==> src/rtl/aud_recorder.sv <==
// aud_recorder: I2S left-channel capture, one SRAM write strobe per 16-bit sample.
// Optional peak-magnitude tracking (o_peak) is compiled in with `define AUD_REC_PEAK_EN.

module aud_recorder #(
  parameter int unsigned         P_ADDR_W   = 20,
  parameter logic [P_ADDR_W-1:0] P_MAX_ADDR = 20'hFFFFF
) (
  input  logic                i_bclk,
  input  logic                i_rst_n,
  input  logic                i_adclrck,
  input  logic                i_adcdat,
  input  logic                i_start,
  input  logic                i_pause,
  input  logic                i_stop,
  output logic [15:0]         o_data,
  output logic                o_we,
  output logic [P_ADDR_W-1:0] o_address,
  output logic                o_full,
  output logic                o_busy
`ifdef AUD_REC_PEAK_EN
  ,
  output logic [14:0]         o_peak
`endif
);

  typedef enum logic [2:0] {
    S_IDLE,
    S_WAIT_FALL,
    S_REC,
    S_WRITE,
    S_PAUSED
  } state_e;

  state_e                state_q, state_d;
  logic                  lrc_q;
  logic [3:0]            cnt_q, cnt_d;
  logic [14:0]           shift_q, shift_d;
  logic [15:0]           data_q, data_d;
  logic                  we_q, we_d;
  logic [P_ADDR_W-1:0]   addr_q, addr_d;
  logic                  full_q, full_d;
  logic                  pause_q, pause_d;

  logic frame_start;
  logic at_max;

  // The bit sampled on the frame-start edge is the I2S delay bit; capture begins on the next edge.
  assign frame_start = lrc_q & ~i_adclrck;
  assign at_max      = (addr_q == P_MAX_ADDR);

  // NOTE: sequential state uses non-blocking assignments so every register samples pre-edge values.
  always_ff @(posedge i_bclk or negedge i_rst_n) begin
    if (!i_rst_n) state_q <= S_IDLE;
    else          state_q <= state_d;
  end

  always_comb begin
    // NOTE: default assignment first so no path through the block infers a latch.
    state_d = state_q;
    case (state_q)
      S_IDLE:      if (i_start) state_d = S_WAIT_FALL;
      S_WAIT_FALL: begin
        if (i_stop)           state_d = S_IDLE;
        else if (i_pause)     state_d = S_PAUSED;
        else if (frame_start) state_d = S_REC;
      end
      S_REC: begin
        if (i_stop)             state_d = S_IDLE;
        else if (cnt_q == 4'd15) state_d = S_WRITE;
      end
      S_WRITE: begin
        if (i_stop || at_max)        state_d = S_IDLE;
        else if (pause_q || i_pause) state_d = S_PAUSED;
        else                         state_d = S_WAIT_FALL;
      end
      S_PAUSED: begin
        if (i_stop)                 state_d = S_IDLE;
        else if (!i_pause && i_start) state_d = S_WAIT_FALL;
      end
      default: state_d = S_IDLE;
    endcase
  end

  assign o_busy = (state_q == S_WAIT_FALL) || (state_q == S_REC) || (state_q == S_WRITE);

  always_comb begin
    cnt_d   = cnt_q;
    shift_d = shift_q;
    data_d  = data_q;
    we_d    = 1'b0;
    addr_d  = addr_q;
    full_d  = full_q;
    pause_d = pause_q;
    case (state_q)
      S_IDLE: begin
        if (i_start) begin
          addr_d = '0;
          full_d = 1'b0;
        end
      end
      S_WAIT_FALL: if (frame_start) cnt_d = 4'd0;
      S_REC: begin
        if (!i_stop) begin
          shift_d = {shift_q[13:0], i_adcdat};
          cnt_d   = cnt_q + 4'd1;
          if (i_pause) pause_d = 1'b1;
          if (cnt_q == 4'd15) begin
            data_d = {shift_q, i_adcdat};
            we_d   = 1'b1;
          end
        end
      end
      // The strobed word always counts, even when a stop arrives on this edge.
      S_WRITE: begin
        if (at_max) full_d = 1'b1;
        else        addr_d = addr_q + P_ADDR_W'(1);
      end
      default: ;
    endcase
    if (state_d != S_REC && state_d != S_WRITE) pause_d = 1'b0;
  end

  always_ff @(posedge i_bclk or negedge i_rst_n) begin
    if (!i_rst_n) begin
      lrc_q   <= 1'b1;
      cnt_q   <= '0;
      shift_q <= '0;
      data_q  <= '0;
      we_q    <= 1'b0;
      addr_q  <= '0;
      full_q  <= 1'b0;
      pause_q <= 1'b0;
    end else begin
      lrc_q   <= i_adclrck;
      cnt_q   <= cnt_d;
      shift_q <= shift_d;
      data_q  <= data_d;
      we_q    <= we_d;
      addr_q  <= addr_d;
      full_q  <= full_d;
      pause_q <= pause_d;
    end
  end

  assign o_data    = data_q;
  assign o_we      = we_q;
  assign o_address = addr_q;
  assign o_full    = full_q;

`ifdef AUD_REC_PEAK_EN
  logic [14:0] peak_q, peak_d;
  logic [15:0] mag;
  logic [14:0] mag_sat;

  // -32768 has no positive 16-bit twin; it saturates to 32767.
  always_comb begin
    mag     = data_q[15] ? (~data_q + 16'd1) : data_q;
    mag_sat = mag[15] ? 15'h7FFF : mag[14:0];
    peak_d  = peak_q;
    if (state_q == S_IDLE && i_start)                 peak_d = '0;
    else if (state_q == S_WRITE && mag_sat > peak_q) peak_d = mag_sat;
  end

  always_ff @(posedge i_bclk or negedge i_rst_n) begin
    if (!i_rst_n) peak_q <= '0;
    else          peak_q <= peak_d;
  end

  assign o_peak = peak_q;
`endif

endmodule
==> config.mk <==
export PLATFORM = sky130hd
export DESIGN_NAME = aud_recorder
export DESIGN_NICKNAME = d
export VERILOG_FILES = /design/src/rtl/aud_recorder.sv
export SDC_FILE = /design/constraint.sdc
export NUM_CORES = 1
export LEC_CHECK = 0
export ABC_AREA = 1
export BUFFER_PORTS_ARGS = -buffer_cell sky130_fd_sc_hd__buf_2
export CAP_MARGIN = 0
export CORE_MARGIN = 5
export CORE_UTILIZATION = 35
export CTS_CLUSTER_SIZE = 24
export DETAILED_ROUTE_END_ITERATION = 10
export GPL_TIMING_DRIVEN = 0
export RECOVER_POWER = 25
export SLEW_MARGIN = 20
export SYNTH_ARGS = -nofsm -noshare
export SYNTH_HDL_FRONTEND = slang
export SYNTH_SLANG_ARGS = --single-unit
==> constraint.sdc <==
create_clock -name i_bclk -period 2.55 [get_ports i_bclk]
set_input_delay 0.255 -clock i_bclk [delete_from_list [all_inputs] [get_ports i_bclk]]
set_output_delay 0.255 -clock i_bclk [all_outputs]
set_load 0.005 [all_outputs]
==> flow_metrics.env, run 1 <==
export IMPL_status="complete, no violations"
export IMPL_dp_hpwl_um=5140
export IMPL_post_cts_resized=0
export IMPL_setup_tns_final_ns=0
export IMPL_first_iter_violations=108
export IMPL_grt_pass1_vias=2680
export IMPL_synth_most_common_cell="nand2_1"
export IMPL_cap_violations=0
export IMPL_place_congestion=0.834
export IMPL_fin_area_sq_um=3700
export IMPL_hold_path_class="in -> reg"
export IMPL_n_antenna_cell=0
export IMPL_fin_crit_ns=1.95
export IMPL_whs_ns=0.162
export IMPL_start_util=0.357
export IMPL_final_util=0.426
export IMPL_ys_ff_latch=62
export IMPL_place_area_sq_um=3490
export IMPL_area_growth_pct=19.5
export IMPL_vdd_drop_max_uv=262
export IMPL_grt_pass1_wl_um=12500
export IMPL_antenna_found_initial=0
export IMPL_syn_area_per_cell_sq_um=8.21
export IMPL_core_area_sq_um=8680
export IMPL_syn_nets=386
export IMPL_max_freq_mhz=512
export IMPL_fin_worst_skew_ns=0.00965
export IMPL_fillCellCount=891
export IMPL_yosysTopAreaCell="dfrtp_1"
export IMPL_place_ws_ns=0.569
export IMPL_antenna_left=0
export IMPL_cellPowerDensity_nw_per_um2=575
export IMPL_synth_edf_count=0
export IMPL_die_x_um=104
export IMPL_crit_type="reg -> reg"
export IMPL_multi_input_area_sq_um=1290
export IMPL_synthArstFlopShare=1.00
export IMPL_syn_cell_area_sq_um=3100
export IMPL_fin_nets=445
export IMPL_seq_area_sq_um=1550
export IMPL_rows=34
export IMPL_num_vias=2595
export IMPL_slew_headroom=0.560
export IMPL_cts_clk_slew_worst_paths_ns=0.08
export IMPL_ctsHtreeMaxLevel=3
export IMPL_wl_um=7070
export IMPL_vias_per_cell=4.73
export IMPL_die_area_sq_um=10800
export IMPL_slew_viol_final=0
export IMPL_endpoint_kind="register"
export IMPL_finalNonFillerCells=549
export IMPL_yosysWarnings=0
export IMPL_dp_cells=531
export IMPL_clockBufferDepth=2
export IMPL_drtPass1Iterations=4
export IMPL_finalCritPeriodShare=0.766
export IMPL_cts_setup_buffers=0
export IMPL_post_drt_wl_per_cell_um=12.9
export IMPL_synth_top_area_share=0.493
export IMPL_cts_made_buffers=9
export IMPL_setup_viol=0
export IMPL_synth_flop_cell="dfrtp_1"
export IMPL_clk_latency_ns=0.35
export IMPL_cts_tree="done"
export IMPL_layout_drive_gt1_share=0.231
export IMPL_syn_inst=377
export IMPL_synth_commonest_cells="nand2_1, dfrtp_1, inv_1"
export IMPL_die_h_um=104
export IMPL_arrival_ns=2.19
export IMPL_fin_ws_ns=0.596
export IMPL_cp_start_kind="register"
export IMPL_hold_viol=0
export IMPL_grtUsageTotal=0.140
export IMPL_grt_ovfl_total=0
export IMPL_yosysUniqueCellTypes=38
export IMPL_rsz0062_at_grt="false"
export IMPL_leakage_nw=1.76
export IMPL_worstMarginPinSlew_ns=0.660
export IMPL_drc=0
export IMPL_clock_sinks=62
export IMPL_power_mw=2.13
export IMPL_path_max_fanout=10
export IMPL_io_buffer_count=45
export IMPL_io_pins=46
export IMPL_yosysSeqAreaShare=0.502
export IMPL_worstPathRequired_ns=2.78
export IMPL_grt_max_degree=54
export IMPL_cts_root_buf="clkbuf_8"
export IMPL_yosys_top_cells_area="dfrtp_1, nand2_1, inv_1, o21ai_0, nand3_1"
[critical path: stages (launching register included)]
cell,delay (ns)
dfrtp_1,0.48
ha_1,0.28
nand2_2,0.10
nor2_2,0.15
nand2_2,0.12
nor2_4,0.11
nand4_2,0.15
nand2_4,0.18
buf_8,0.17
o21ai_0,0.09
[path summary, 6_finish.rpt]
| check | to | slack, ns | from | cells past startpoint |
|---|---|---|---|---|
| hold reg to reg | o_full$_DFFE_PN0P_ | 0.48 | o_full$_DFFE_PN0P_ | 2 |
| min in group asynchronous | o_address[2]$_DFFE_PN0P_ | 0.43 | i_rst_n | 2 |
| setup / recovery | o_address[13]$_DFFE_PN0P_ | 0.60 | o_address[0]$_DFFE_PN0P_ | 9 |
| hold / removal | o_data[0]$_DFFE_PN0P_ | 0.16 | i_adcdat | 3 |
| max in group asynchronous | o_data[9]$_DFFE_PN0P_ | 1.42 | i_rst_n | 3 |
| setup reg to reg | o_address[13]$_DFFE_PN0P_ | 0.60 | o_address[0]$_DFFE_PN0P_ | 9 |
[per-layer routing]
layer | routed length [um] | global-route usage | up-vias
met1 | 3240 | 0.175 | 1195
met3 | 485 | 0.0472 | 13
met4 | 115 | 0.0574 | 0
met2 | 3230 | 0.222 | 71
met5 | 0 | 0 | -
li1 | - | - | 1316
[layout make-up]
class,count,share of cell area
sequential,62,0.420
multi-input combinational,256,0.348
timing repair buffer,48,0.0731
inverter,49,0.0518
tap,108,0.0365
clock buffer,9,0.0335
clock inverter,7,0.0200
buffer,10,0.0176
[power by group]
part | internal [mW] | switching (mW)
logic | 0.0722 | 0.140
clock network | 0.454 | 0.428
registers | 1.01 | 0.0216
[logic make-up after synthesis]
logic type | after synthesis | synth area share
AND/OR/NAND/NOR | 183 | 0.269
AO/OA/AOI/OAI | 64 | 0.118
flip-flops | 62 | 0.502
buffers and inverters | 59 | 0.0829
XOR/XNOR | 6 | 0.0170
adder cells (fa/ha/maj) | 2 | 0.00808
multiplexers | 1 | 0.00323
[placed cells by master, fill, tap and decap left out, types with 2 or more instances in the layout]
| cell | count |
|---|---|
| xor2_1 | 5 |
| o21ai_1 | 17 |
| o211ai_1 | 2 |
| o21ai_0 | 28 |
| nand3_1 | 24 |
| clkbuf_1 | 7 |
| nor2_4 | 3 |
| inv_1 | 46 |
| dlygate4sd3_1 | 2 |
| o21ai_2 | 9 |
| ha_1 | 2 |
| buf_2 | 44 |
| buf_4 | 2 |
| nor2_1 | 28 |
| nor3_1 | 3 |
| or2_2 | 2 |
| nand2_2 | 13 |
| clkbuf_8 | 9 |
| inv_2 | 2 |
| clkinv_4 | 2 |
| nor2_2 | 2 |
| clkinv_2 | 2 |
| a21oi_1 | 5 |
| nand2_1 | 97 |
| dfrtp_1 | 61 |
| nand4_1 | 4 |
[flip-flops by register name (all words and copies together), names as in the netlist]
signal / count
o_we: 1
lrc_q: 1
o_address: 20
cnt_q: 4
o_full: 1
pause_q: 1
shift_q: 15
o_data: 16
state_q: 3
[timing repair]
| action | in CTS | in global routing |
|---|---|---|
| setup endpoints to repair | 0 | 0 |
| hold endpoints to repair | 16 | 0 |
| hold buffers | 2 | 0 |
Power figures use the tool's default switching activity.
==> inputs of run 2 (changes only) <==
==> constraint.sdc (replaced) <==
create_clock -name i_bclk -period 2 [get_ports i_bclk]
set_input_delay 0.2 -clock i_bclk [delete_from_list [all_inputs] [get_ports i_bclk]]
set_output_delay 0.2 -clock i_bclk [all_outputs]
set_load 0.005 [all_outputs]
==> flow_metrics.env, run 2 (same netlist as run 1, synthesis figures left out) <==
export IMPL_antenna_left=0
export IMPL_die_h_um=104
export IMPL_clockBufferDepth=2
export IMPL_largest_register_ffs=20
export IMPL_area_growth_pct=20.4
export IMPL_r2r_slack_ns=0.16
export IMPL_post_drt_wl_per_cell_um=12.8
export IMPL_grtUsageTotal=0.140
export IMPL_core_area_sq_um=8680
export IMPL_grt_max_degree=54
export IMPL_p_seq_frac=0.482
export IMPL_setup_tns_final_ns=0
export IMPL_leakage_nw=1.77
export IMPL_cts_root_buf="clkbuf_8"
export IMPL_rows=34
export IMPL_combPwrFrac=0.107
export IMPL_status="complete, no violations"
export IMPL_power_switching_uw=754
export IMPL_vias_per_cell=4.73
export IMPL_critPathLaunch="o_address[1]$_DFFE_PN0P_"
export IMPL_finalCritPeriodShare=0.920
export IMPL_start_util=0.357
export IMPL_slew_headroom=0.505
export IMPL_grt_pass1_vias=2680
export IMPL_wl_um=7110
export IMPL_crit_type="reg -> reg"
export IMPL_clk_latency_ns=0.35
export IMPL_io_buffer_count=45
export IMPL_num_vias=2623
export IMPL_place_congestion=0.834
export IMPL_cts_clk_slew_worst_paths_ns=0.08
export IMPL_antenna_found_initial=0
export IMPL_drc=0
export IMPL_path_max_fanout=10
export IMPL_n_antenna_cell=0
export IMPL_cts_made_buffers=9
export IMPL_pwr_share_clk=0.411
export IMPL_whs_ns=0.110
export IMPL_fin_area_sq_um=3730
export IMPL_p_int_mw=1.98
export IMPL_ctsHtreeMaxLevel=3
export IMPL_grt_pass1_wl_um=12500
export IMPL_setup_viol=0
export IMPL_die_area_sq_um=10800
export IMPL_cellPowerDensity_nw_per_um2=733
export IMPL_die_x_um=104
export IMPL_layout_drive_gt1_share=0.246
export IMPL_clock_sinks=62
export IMPL_arrival_ns=2.07
export IMPL_io_pins=46
export IMPL_hold_path_class="in -> reg"
export IMPL_layout_commonest_cell="nand2_1"
export IMPL_multi_input_area_sq_um=1290
export IMPL_cts_tree="done"
export IMPL_grt_ovfl_total=0
export IMPL_dp_hpwl_um=5140
export IMPL_cap_violations=0
export IMPL_seq_area_sq_um=1550
export IMPL_vdd_drop_max_uv=334
export IMPL_final_cell_mix="nand2_1, dfrtp_1, inv_1, buf_2"
export IMPL_slew_viol_final=0
export IMPL_rsz0062_at_grt="false"
export IMPL_place_area_sq_um=3490
export IMPL_first_iter_violations=105
export IMPL_final_util=0.429
export IMPL_cp_start_kind="register"
export IMPL_r2r_start="o_address[1]$_DFFE_PN0P_"
export IMPL_fin_crit_ns=1.84
export IMPL_worstPathRequired_ns=2.23
export IMPL_endpoint_kind="register"
export IMPL_p_sw_frac=0.276
export IMPL_worstMarginPinSlew_ns=0.742
export IMPL_max_freq_mhz=544
export IMPL_worstHoldStart="i_adcdat"
export IMPL_drtPass1Iterations=4
export IMPL_power_mw=2.73
export IMPL_fin_worst_skew_ns=0.00939
export IMPL_fin_nets=451
export IMPL_fillCellCount=894
export IMPL_hold_viol=0
==> run 2: cell count changes in the layout (fill, tap and decap cells not counted), sizes merged <==
| cell | before | now |
|---|---|---|
| clkbuf | 16 | 17 |
| buf | 49 | 54 |
==> run 2: path summary, 6_finish.rpt <==
path / end / cells past startpoint
max: o_address[13]$_DFFE_PN0P_ / 9
min: o_data[0]$_DFFE_PN0P_ / 3
max reg2reg: o_address[13]$_DFFE_PN0P_ / 9
min reg2reg: pause_q$_DFFE_PN0P_ / 1
max in group asynchronous: o_address[0]$_DFFE_PN0P_ / 3
min in group asynchronous: o_address[2]$_DFFE_PN0P_ / 2
==> run 2: repair_timing <==
action                                  4_1_cts  5_1_grt
endpoints found under the hold margin        63        0
buffers inserted                              0        6
gates resized for setup                       0        2
endpoints found under the setup margin        0       20
hold buffers                                  2        0
==> run 2: layer usage <==
layer / global-route usage / share of wire / vias to the layer above / wire length, um
li1: - / - / 1329 / -
met1: 0.175 / 0.46 / 1214 / 3270
met2: 0.222 / 0.46 / 67 / 3240
met3: 0.0472 / 0.068 / 13 / 482
met4: 0.0574 / 0.016 / 0 / 115
met5: 0 / 0 / - / 0
==> run 2: final cells by class <==
type / count / area share
Clock inverter: 7 / 0.0198
Buffer: 10 / 0.0175
Clock buffer: 9 / 0.0332
Multi-Input combinational cell: 256 / 0.346
Sequential cell: 62 / 0.417
Inverter: 49 / 0.0514
Tap cell: 108 / 0.0363
Timing Repair Buffer: 54 / 0.0792
==> run 2: power by group through the flow <==
stage | clock network, mW | logic (mW) | registers, mW
finish | 1.12 | 0.293 | 1.32
global route | 1.20 | 0.337 | 1.32
global placement | 0 | 0.261 | 1.34
detailed placement | 0 | 0.274 | 1.34
floorplan | 0 | 0.182 | 1.34
CTS | 1.15 | 0.277 | 1.32
==> run 2: worst max-delay path, stage by stage (launching register included) <==
cell and delay, ns:
dfrtp_1 0.41, ha_2 0.24, nand2_2 0.08, nor2_2 0.16
nand2_2 0.12, nor2_4 0.11, nand4_2 0.15, nand2_4 0.17
buf_8 0.16, o21ai_0 0.10
==> run 2: per-stage QoR <==
stage,std cells,worst slack [ns]
floorplan,377,0.379
global placement,530,0.0553
detailed placement,531,0.0189
CTS,549,0.00540
global route,555,0.00792
finish,555,0.160
